[config.mk]
export PLATFORM = sky130hd
export DESIGN_NAME = seq_signed_divider
export DESIGN_NICKNAME = d
export VERILOG_FILES = /design/src/rtl/seq_signed_divider.sv
export SDC_FILE = /design/constraint.sdc
export NUM_CORES = 1
export LEC_CHECK = 0
export CORE_MARGIN = 2
export CORE_UTILIZATION = 50
export CTS_CLUSTER_SIZE = 10
export DETAILED_ROUTE_END_ITERATION = 8
export PLACE_DENSITY = 0.78
export SYNTH_ARGS = -nofsm -noshare
export SYNTH_HDL_FRONTEND = slang
export SYNTH_SLANG_ARGS = --single-unit
[constraint.sdc]
create_clock -name clk -period 3.86 [get_ports clk]
set_input_delay 0.772 -clock clk [delete_from_list [all_inputs] [get_ports clk]]
set_output_delay 0.772 -clock clk [all_outputs]
set_load 0.05 [all_outputs]
[src/rtl/seq_signed_divider.sv]
// seq_signed_divider: iterative restoring signed divider.
// Divides a 2*DW-bit signed dividend by a DW-bit signed divisor. Magnitudes are
// divided one bit per cycle, and the signs are applied in a final SIGN cycle.
// Latency is fixed: start accepted at edge k produces done after edge k+2*DW+1.
// Optional macro SEQ_SIGNED_DIVIDER_ERR_EN adds an err output for divide-by-zero
// and for the -2^(2DW-1)/-1 overflow case. With the macro, a zero divisor also
// takes an early exit.
module seq_signed_divider #(
  parameter int DW = 32
) (
  input  logic            clk,
  input  logic            rst,
  input  logic            start,
  input  logic [2*DW-1:0] dividend,
  input  logic [DW-1:0]   divisor,
  output logic            busy,
  output logic            done,
  output logic [2*DW-1:0] quotient,
  output logic [DW-1:0]   remainder
`ifdef SEQ_SIGNED_DIVIDER_ERR_EN
  ,
  output logic            err
`endif
);

  localparam int QW = 2 * DW;
  localparam int CW = $clog2(QW);

  typedef enum logic [1:0] {IDLE, CALC, SIGN} state_t;

  state_t          state, state_next;
  logic [CW-1:0]   cnt;
  logic            sign_q, sign_r;
  logic [QW-1:0]   dvd_mag;
  logic [DW-1:0]   dvs_mag;
  logic [DW-1:0]   part_rem;

  logic [QW-1:0]   dividend_abs;
  logic [DW-1:0]   divisor_abs;
  logic [DW:0]     rem_shift;
  logic            rem_ge;
  logic [DW-1:0]   rem_step;

`ifdef SEQ_SIGNED_DIVIDER_ERR_EN
  logic            div_zero, ovf_in;
  logic            zero_q, ovf_q;
  assign div_zero = (divisor == '0);
  assign ovf_in   = (dividend == {1'b1, {(QW-1){1'b0}}}) && (divisor == '1);
`endif

  assign busy = (state != IDLE);

  // Input magnitudes and one restoring step: shift in the next dividend bit, subtract if it fits.
  always_comb begin
    dividend_abs = dividend[QW-1] ? (~dividend + 1'b1) : dividend;
    divisor_abs  = divisor[DW-1] ? (~divisor + 1'b1) : divisor;
    rem_shift    = {part_rem, dvd_mag[QW-1]};
    rem_ge       = (rem_shift >= {1'b0, dvs_mag});
    rem_step     = rem_ge ? DW'(rem_shift - {1'b0, dvs_mag}) : rem_shift[DW-1:0];
  end

  // State register.
  always_ff @(posedge clk) begin
    if (rst) state <= IDLE;
    else     state <= state_next;
  end

  // Next-state logic: IDLE -> CALC for 2*DW steps -> SIGN -> IDLE.
  always_comb begin
    state_next = state;
    case (state)
      IDLE: begin
        if (start) begin
`ifdef SEQ_SIGNED_DIVIDER_ERR_EN
          state_next = div_zero ? SIGN : CALC;
`else
          state_next = CALC;
`endif
        end
      end
      CALC:    if (cnt == CW'(QW - 1)) state_next = SIGN;
      SIGN:    state_next = IDLE;
      default: state_next = IDLE;
    endcase
  end

  // Datapath: capture operands on accept, iterate in CALC, and publish signed results in SIGN.
  always_ff @(posedge clk) begin
    if (rst) begin
      cnt       <= '0;
      sign_q    <= 1'b0;
      sign_r    <= 1'b0;
      dvd_mag   <= '0;
      dvs_mag   <= '0;
      part_rem  <= '0;
      done      <= 1'b0;
      quotient  <= '0;
      remainder <= '0;
`ifdef SEQ_SIGNED_DIVIDER_ERR_EN
      zero_q    <= 1'b0;
      ovf_q     <= 1'b0;
      err       <= 1'b0;
`endif
    end else begin
      done <= 1'b0;
      case (state)
        IDLE: begin
          if (start) begin
            sign_q   <= dividend[QW-1] ^ divisor[DW-1];
            sign_r   <= dividend[QW-1];
            dvd_mag  <= dividend_abs;
            dvs_mag  <= divisor_abs;
            part_rem <= '0;
            cnt      <= '0;
`ifdef SEQ_SIGNED_DIVIDER_ERR_EN
            zero_q   <= div_zero;
            ovf_q    <= ovf_in;
`endif
          end
        end
        CALC: begin
          part_rem <= rem_step;
          dvd_mag  <= {dvd_mag[QW-2:0], rem_ge};
          cnt      <= cnt + 1'b1;
        end
        SIGN: begin
          done      <= 1'b1;
          quotient  <= sign_q ? (~dvd_mag + 1'b1) : dvd_mag;
          remainder <= sign_r ? (~part_rem + 1'b1) : part_rem;
`ifdef SEQ_SIGNED_DIVIDER_ERR_EN
          err       <= zero_q | ovf_q;
          if (zero_q) begin
            quotient  <= '0;
            remainder <= '0;
          end
`endif
        end
        default: ;
      endcase
    end
  end

endmodule

==> tab_implementation.tex <==
\begin{tabular}{lr}
\hline
Metric & Value \\
\hline
\multicolumn{2}{l}{\textbf{Timing}} \\
\quad Accumulated negative setup slack & 0 ns \\
\quad Worst rel slew slack & 24.06\% \\
\quad Max-slew violation count & 0 \\
\quad Max Freq & 266.0 MHz \\
\quad Setup violators final & 0 \\
\quad RSZ-0062 raised after global routing & false \\
\quad Transition time at the pin with the least slew margin & 1.136 ns \\
\quad Largest clock skew in the final design & 0.01915 ns \\
\quad Minimum period implied by the final worst setup slack & 3.759 ns \\
\quad Ratio of final minimum period to clock period & 97.39\% \\
\quad Hold Fails Final Rpt & 0 \\
\multicolumn{2}{l}{\textbf{Worst setup path}} \\
\quad WP data required & 4.25 ns \\
\quad Crit path launch type & input pin \\
\quad Start point of the critical path & dividend[1] \\
\quad Startpoint of the lowest-slack register-to-register path & dvd\_mag[14] \\
\quad Crit Path Max Fanout & 4 \\
\quad Nature of the critical path endpoint & register \\
\quad Arrival time reported for the critical path endpoint & 4.15 ns \\
\quad Critical path class & in -> reg \\
\multicolumn{2}{l}{\textbf{GRT}} \\
\quad Wire length of the first global-routing pass & 64.87 mm \\
\quad Via count of the first global-routing pass & 12,530 \\
\quad Total congestion overflow after global routing & 0 \\
\quad Largest net degree at the start of global routing & 109 \\
\quad Overall routing resource usage & 27.06\% \\
\quad Number of antenna violations at the first check in global routing & 0 \\
\multicolumn{2}{l}{\textbf{Power}} \\
\quad Power density over the cells & 389.8 nW/µm² \\
\quad Highest ir drop seen on vdd & 0.2971 mV \\
\quad Leakage component of the power & 6.339 nW \\
\multicolumn{2}{l}{\textbf{CTS}} \\
\quad \# Post-CTS Setup Buffers & 0 \\
\quad Clock tree from TritonCTS & yes \\
\quad Cell chosen for the clock root & sky130\_fd\_sc\_hd\_\_clkbuf\_16 \\
\quad Clock Sinks & 235 \\
\quad Insertion delay of the later-clocked pin in the worst-skew pair & 0.55 ns \\
\quad Maximum buffer depth of the clock tree & 3 \\
\quad Worst-path clk slew & 0.06 ns \\
\quad Hold-fix buffer count after cts & 0 \\
\quad Total number of H-tree levels & 1 \\
\quad Cts bufs inserted & 28 \\
\multicolumn{2}{l}{\textbf{Placed design}} \\
\quad Number of port buffers & 196 \\
\quad Post-DP HPWL & 30.48 mm \\
\quad Final GP Congestion & 0.9631 \\
\multicolumn{2}{l}{\textbf{Route}} \\
\quad Drt via density & 5.904 \\
\quad Initial detailed-routing violation count & 1,152 \\
\quad Routed wire per std cell & 17.43 µm \\
\quad Total via count in the routed design & 13,890 \\
\quad Detailed-route wire length & 41.02 mm \\
\quad DR DRC count & 0 \\
\quad Routed Antenna Nets & 0 \\
\quad Total iterations of the first detailed-routing run & 6 \\
\multicolumn{2}{l}{\textbf{Hold path}} \\
\quad Origin of the worst min-delay path & quotient[38] \\
\quad Hold crit path type & reg -> reg \\
\multicolumn{2}{l}{\textbf{Layout}} \\
\quad Fill count & 2,440 \\
\quad Seq. cell area & 4706 µm² \\
\quad Area growth from synthesis to final layout & 24.32\% \\
\quad Final standard cell utilization of the core & 63.08\% \\
\quad Area used by multi-input combinational logic & 8768 µm² \\
\quad Fraction of layout instances using a drive strength above 1 & 7.038\% \\
\quad Inserted Diodes & 0 \\
\quad Fin nets & 2,104 \\
\multicolumn{2}{l}{\textbf{Floorplan}} \\
\quad Overall die height & 171.7 µm \\
\quad Starting utilization of the core area & 50.74\% \\
\quad Number of top-level design ports & 197 \\
\quad Row count & 61 \\
\quad Area of the die & 29,470 µm² \\
\quad Std-Cell Core Area & 27,710 µm² \\
\quad Die W & 171.7 µm \\
\multicolumn{2}{l}{\textbf{Run status}} \\
\quad Status & complete, no violations \\
\multicolumn{2}{l}{\textbf{Synthesis}} \\
\quad Part of the Yosys area used for sequential elements & 33.47\% \\
\quad Post-synth top flop & sky130\_fd\_sc\_hd\_\_dfxtp\_1 \\
\quad Share of synthesized flip-flops with an asynchronous set or reset & 0\% \\
\quad Cell Area, Synth & 14,060 µm² \\
\quad Synthesized area divided by synthesized cell count & 7.902 µm² \\
\quad Yosys warns & 0 \\
\quad Post-Synthesis Cells & 1,779 \\
\quad \#FFs+latches synth & 235 \\
\quad Synth top area share & 33.47\% \\
\quad Number of enable flip-flop cells after synthesis & 0 \\
\quad Cells taking the most area after synthesis & sky130\_fd\_sc\_hd\_\_dfxtp\_1 33\%, sky130\_fd\_sc\_hd\_\_xor2\_1 8.0\%, sky130\_fd\_sc\_hd\_\_a211oi\_1 6.1\%, sky130\_fd\_sc\_hd\_\_nand2\_1 5.2\%, sky130\_fd\_sc\_hd\_\_xnor2\_1 4.9\% \\
\quad Number of distinct standard cells referenced by the synthesized netlist & 59 \\
\quad Net count after synthesis & 1,916 \\
\quad Largest area contributor in the synthesized netlist & sky130\_fd\_sc\_hd\_\_dfxtp\_1 \\
\multicolumn{2}{l}{\textbf{Flow run}} \\
\quad Count of max-cap constraint violations & 0 \\
\hline
\end{tabular}
[layout make-up]
class | instances | share of cell area, %
well taps | 378 | 2.706
inverters | 51 | 1.095
clock inverters | 2 | 0.1432
flip-flops and latches | 235 | 26.93
multi-input cells | 1375 | 50.18
repair buffers | 276 | 14.71
clock buffers | 36 | 4.239
[cells in the final DEF (no fill, tap or decap), types with 3 or more instances in the layout]
master	instances
sky130_fd_sc_hd__a211oi_1	114
sky130_fd_sc_hd__a21o_1	8
sky130_fd_sc_hd__a21oi_1	124
sky130_fd_sc_hd__a221oi_1	5
sky130_fd_sc_hd__a22o_1	3
sky130_fd_sc_hd__a22oi_1	56
sky130_fd_sc_hd__a31oi_1	4
sky130_fd_sc_hd__a32oi_1	8
sky130_fd_sc_hd__and2_1	5
sky130_fd_sc_hd__and3_1	7
sky130_fd_sc_hd__and4_1	3
sky130_fd_sc_hd__buf_4	79
sky130_fd_sc_hd__clkbuf_1	7
sky130_fd_sc_hd__clkbuf_16	28
sky130_fd_sc_hd__clkdlybuf4s50_1	194
sky130_fd_sc_hd__dfxtp_1	234
sky130_fd_sc_hd__ha_1	37
sky130_fd_sc_hd__inv_1	51
sky130_fd_sc_hd__mux2i_1	11
sky130_fd_sc_hd__nand2_1	194
sky130_fd_sc_hd__nand2b_1	15
sky130_fd_sc_hd__nand3_1	19
sky130_fd_sc_hd__nand3b_1	7
sky130_fd_sc_hd__nand4_1	11
sky130_fd_sc_hd__nor2_1	172
sky130_fd_sc_hd__nor2b_1	5
sky130_fd_sc_hd__nor3_1	17
sky130_fd_sc_hd__nor4_1	13
sky130_fd_sc_hd__o21ai_0	109
sky130_fd_sc_hd__o21ai_1	4
sky130_fd_sc_hd__o21bai_1	4
sky130_fd_sc_hd__o22ai_1	16
sky130_fd_sc_hd__o31ai_1	59
sky130_fd_sc_hd__o41ai_1	28
sky130_fd_sc_hd__or2_2	7
sky130_fd_sc_hd__or3_1	34
sky130_fd_sc_hd__or4_1	30
sky130_fd_sc_hd__or4_4	5
sky130_fd_sc_hd__xnor2_1	78
sky130_fd_sc_hd__xor2_1	129
[flip-flops by register name, summed over array words and instances (netlist names), 2 cells and up]
signal,count
cnt,6
state,2
dvs_mag,32
part_rem,32
dvd_mag,64
remainder,32
quotient,64
[per-stage QoR]
stage / total power [W] / hold WS (ns) / instance area (µm²) / cells / setup slack (ns)
after floorplan: 0.003955 / 0.4400 / 14060 / 1779 / 0.09130
after global placement: 0.004487 / 0.4423 / 16700 / 2315 / -0.4764
after detailed placement: 0.004523 / 0.4478 / 16700 / 2315 / -0.5945
after CTS: 0.006827 / 0.4558 / 17470 / 2353 / 0.03234
after global routing: 0.007165 / 0.4823 / 17480 / 2353 / 0.0003224
final: 0.006811 / 0.4544 / 17480 / 2353 / 0.1008
[Yosys cell counts, types with 3 or more instances]
| master | n |
|---|---|
| sky130_fd_sc_hd__dfxtp_1 | 235 |
| sky130_fd_sc_hd__nand2_1 | 194 |
| sky130_fd_sc_hd__nor2_1 | 173 |
| sky130_fd_sc_hd__xor2_1 | 129 |
| sky130_fd_sc_hd__a21oi_1 | 124 |
| sky130_fd_sc_hd__a211oi_1 | 114 |
| sky130_fd_sc_hd__o21ai_0 | 111 |
| sky130_fd_sc_hd__clkbuf_1 | 103 |
| sky130_fd_sc_hd__xnor2_1 | 78 |
| sky130_fd_sc_hd__o31ai_1 | 59 |
| sky130_fd_sc_hd__a22oi_1 | 56 |
| sky130_fd_sc_hd__inv_1 | 51 |
| sky130_fd_sc_hd__ha_1 | 37 |
| sky130_fd_sc_hd__or3_1 | 34 |
| sky130_fd_sc_hd__or4_1 | 30 |
| sky130_fd_sc_hd__o41ai_1 | 28 |
| sky130_fd_sc_hd__nand3_1 | 19 |
| sky130_fd_sc_hd__nor3_1 | 18 |
| sky130_fd_sc_hd__o22ai_1 | 16 |
| sky130_fd_sc_hd__buf_1 | 15 |
| sky130_fd_sc_hd__nand2b_1 | 15 |
| sky130_fd_sc_hd__nor4_1 | 14 |
| sky130_fd_sc_hd__mux2i_1 | 11 |
| sky130_fd_sc_hd__nand4_1 | 11 |
| sky130_fd_sc_hd__a21o_1 | 8 |
| sky130_fd_sc_hd__a32oi_1 | 8 |
| sky130_fd_sc_hd__and3_1 | 7 |
| sky130_fd_sc_hd__nand3b_1 | 7 |
| sky130_fd_sc_hd__nor2b_1 | 7 |
| sky130_fd_sc_hd__or2_2 | 7 |
| sky130_fd_sc_hd__and2_1 | 6 |
| sky130_fd_sc_hd__a221oi_1 | 5 |
| sky130_fd_sc_hd__or4_4 | 5 |
| sky130_fd_sc_hd__a31oi_1 | 4 |
| sky130_fd_sc_hd__o21bai_1 | 4 |
| sky130_fd_sc_hd__a22o_1 | 3 |
| sky130_fd_sc_hd__and4_1 | 3 |
| sky130_fd_sc_hd__o21ai_1 | 3 |
[per-layer routing]
metal	global-route usage, %	share of wire (%)	vias up
li1	-	-	6852
met3	4.027	7.7	63
met5	0	0	-
met2	41.33	43	520
met1	39.68	47	6456
met4	6.964	2.1	0
[path summary, 6_finish.rpt]
check	end	slack (ns)	cells after the start
max	dvd_mag[60]	0.10	12
min	quotient[38]	0.45	2
max reg2reg	quotient[63]	0.16	8
min reg2reg	quotient[38]	0.45	2
[critical path: stages]
cell,delay [ns]
sky130_fd_sc_hd__clkdlybuf4s50_1,0.43
sky130_fd_sc_hd__inv_1,0.07
sky130_fd_sc_hd__ha_1,0.16
sky130_fd_sc_hd__or4b_2,0.70
sky130_fd_sc_hd__nor4_1,0.30
sky130_fd_sc_hd__buf_4,0.17
sky130_fd_sc_hd__nand4_1,0.17
sky130_fd_sc_hd__or3b_4,0.48
sky130_fd_sc_hd__or3_1,0.43
sky130_fd_sc_hd__o21ai_1,0.20
sky130_fd_sc_hd__xor2_1,0.16
sky130_fd_sc_hd__o22ai_1,0.09
[timing repair]
action / 4_1_cts / 5_1_grt
resized for setup: 1 / 3
pin swaps: 0 / 0
endpoints found under the setup margin: 1 / 8
[kinds of logic after synthesis]
group	count (synthesis)	share of synthesized area (%)
AOI/OAI and AO/OA	563	26.35
and+or+nand+nor	555	18.48
muxes	12	0.8634
buffers and inverters	169	4.513
xor gates and xnor gates	207	12.90
adders and majority gates	38	3.436
DFF	235	33.47
[where the power goes]
part | switching (W) | total [W] | internal, W | leakage [nW]
combinational | 0.00104 | 0.00181 | 0.000765 | 4.06
sequential | 0.000166 | 0.00270 | 0.00254 | 1.91
clock | 0.000979 | 0.00230 | 0.00132 | 0.372
total | 0.00219 | 0.00681 | 0.00462 | 6.34
Power figures use the tool's default switching activity.
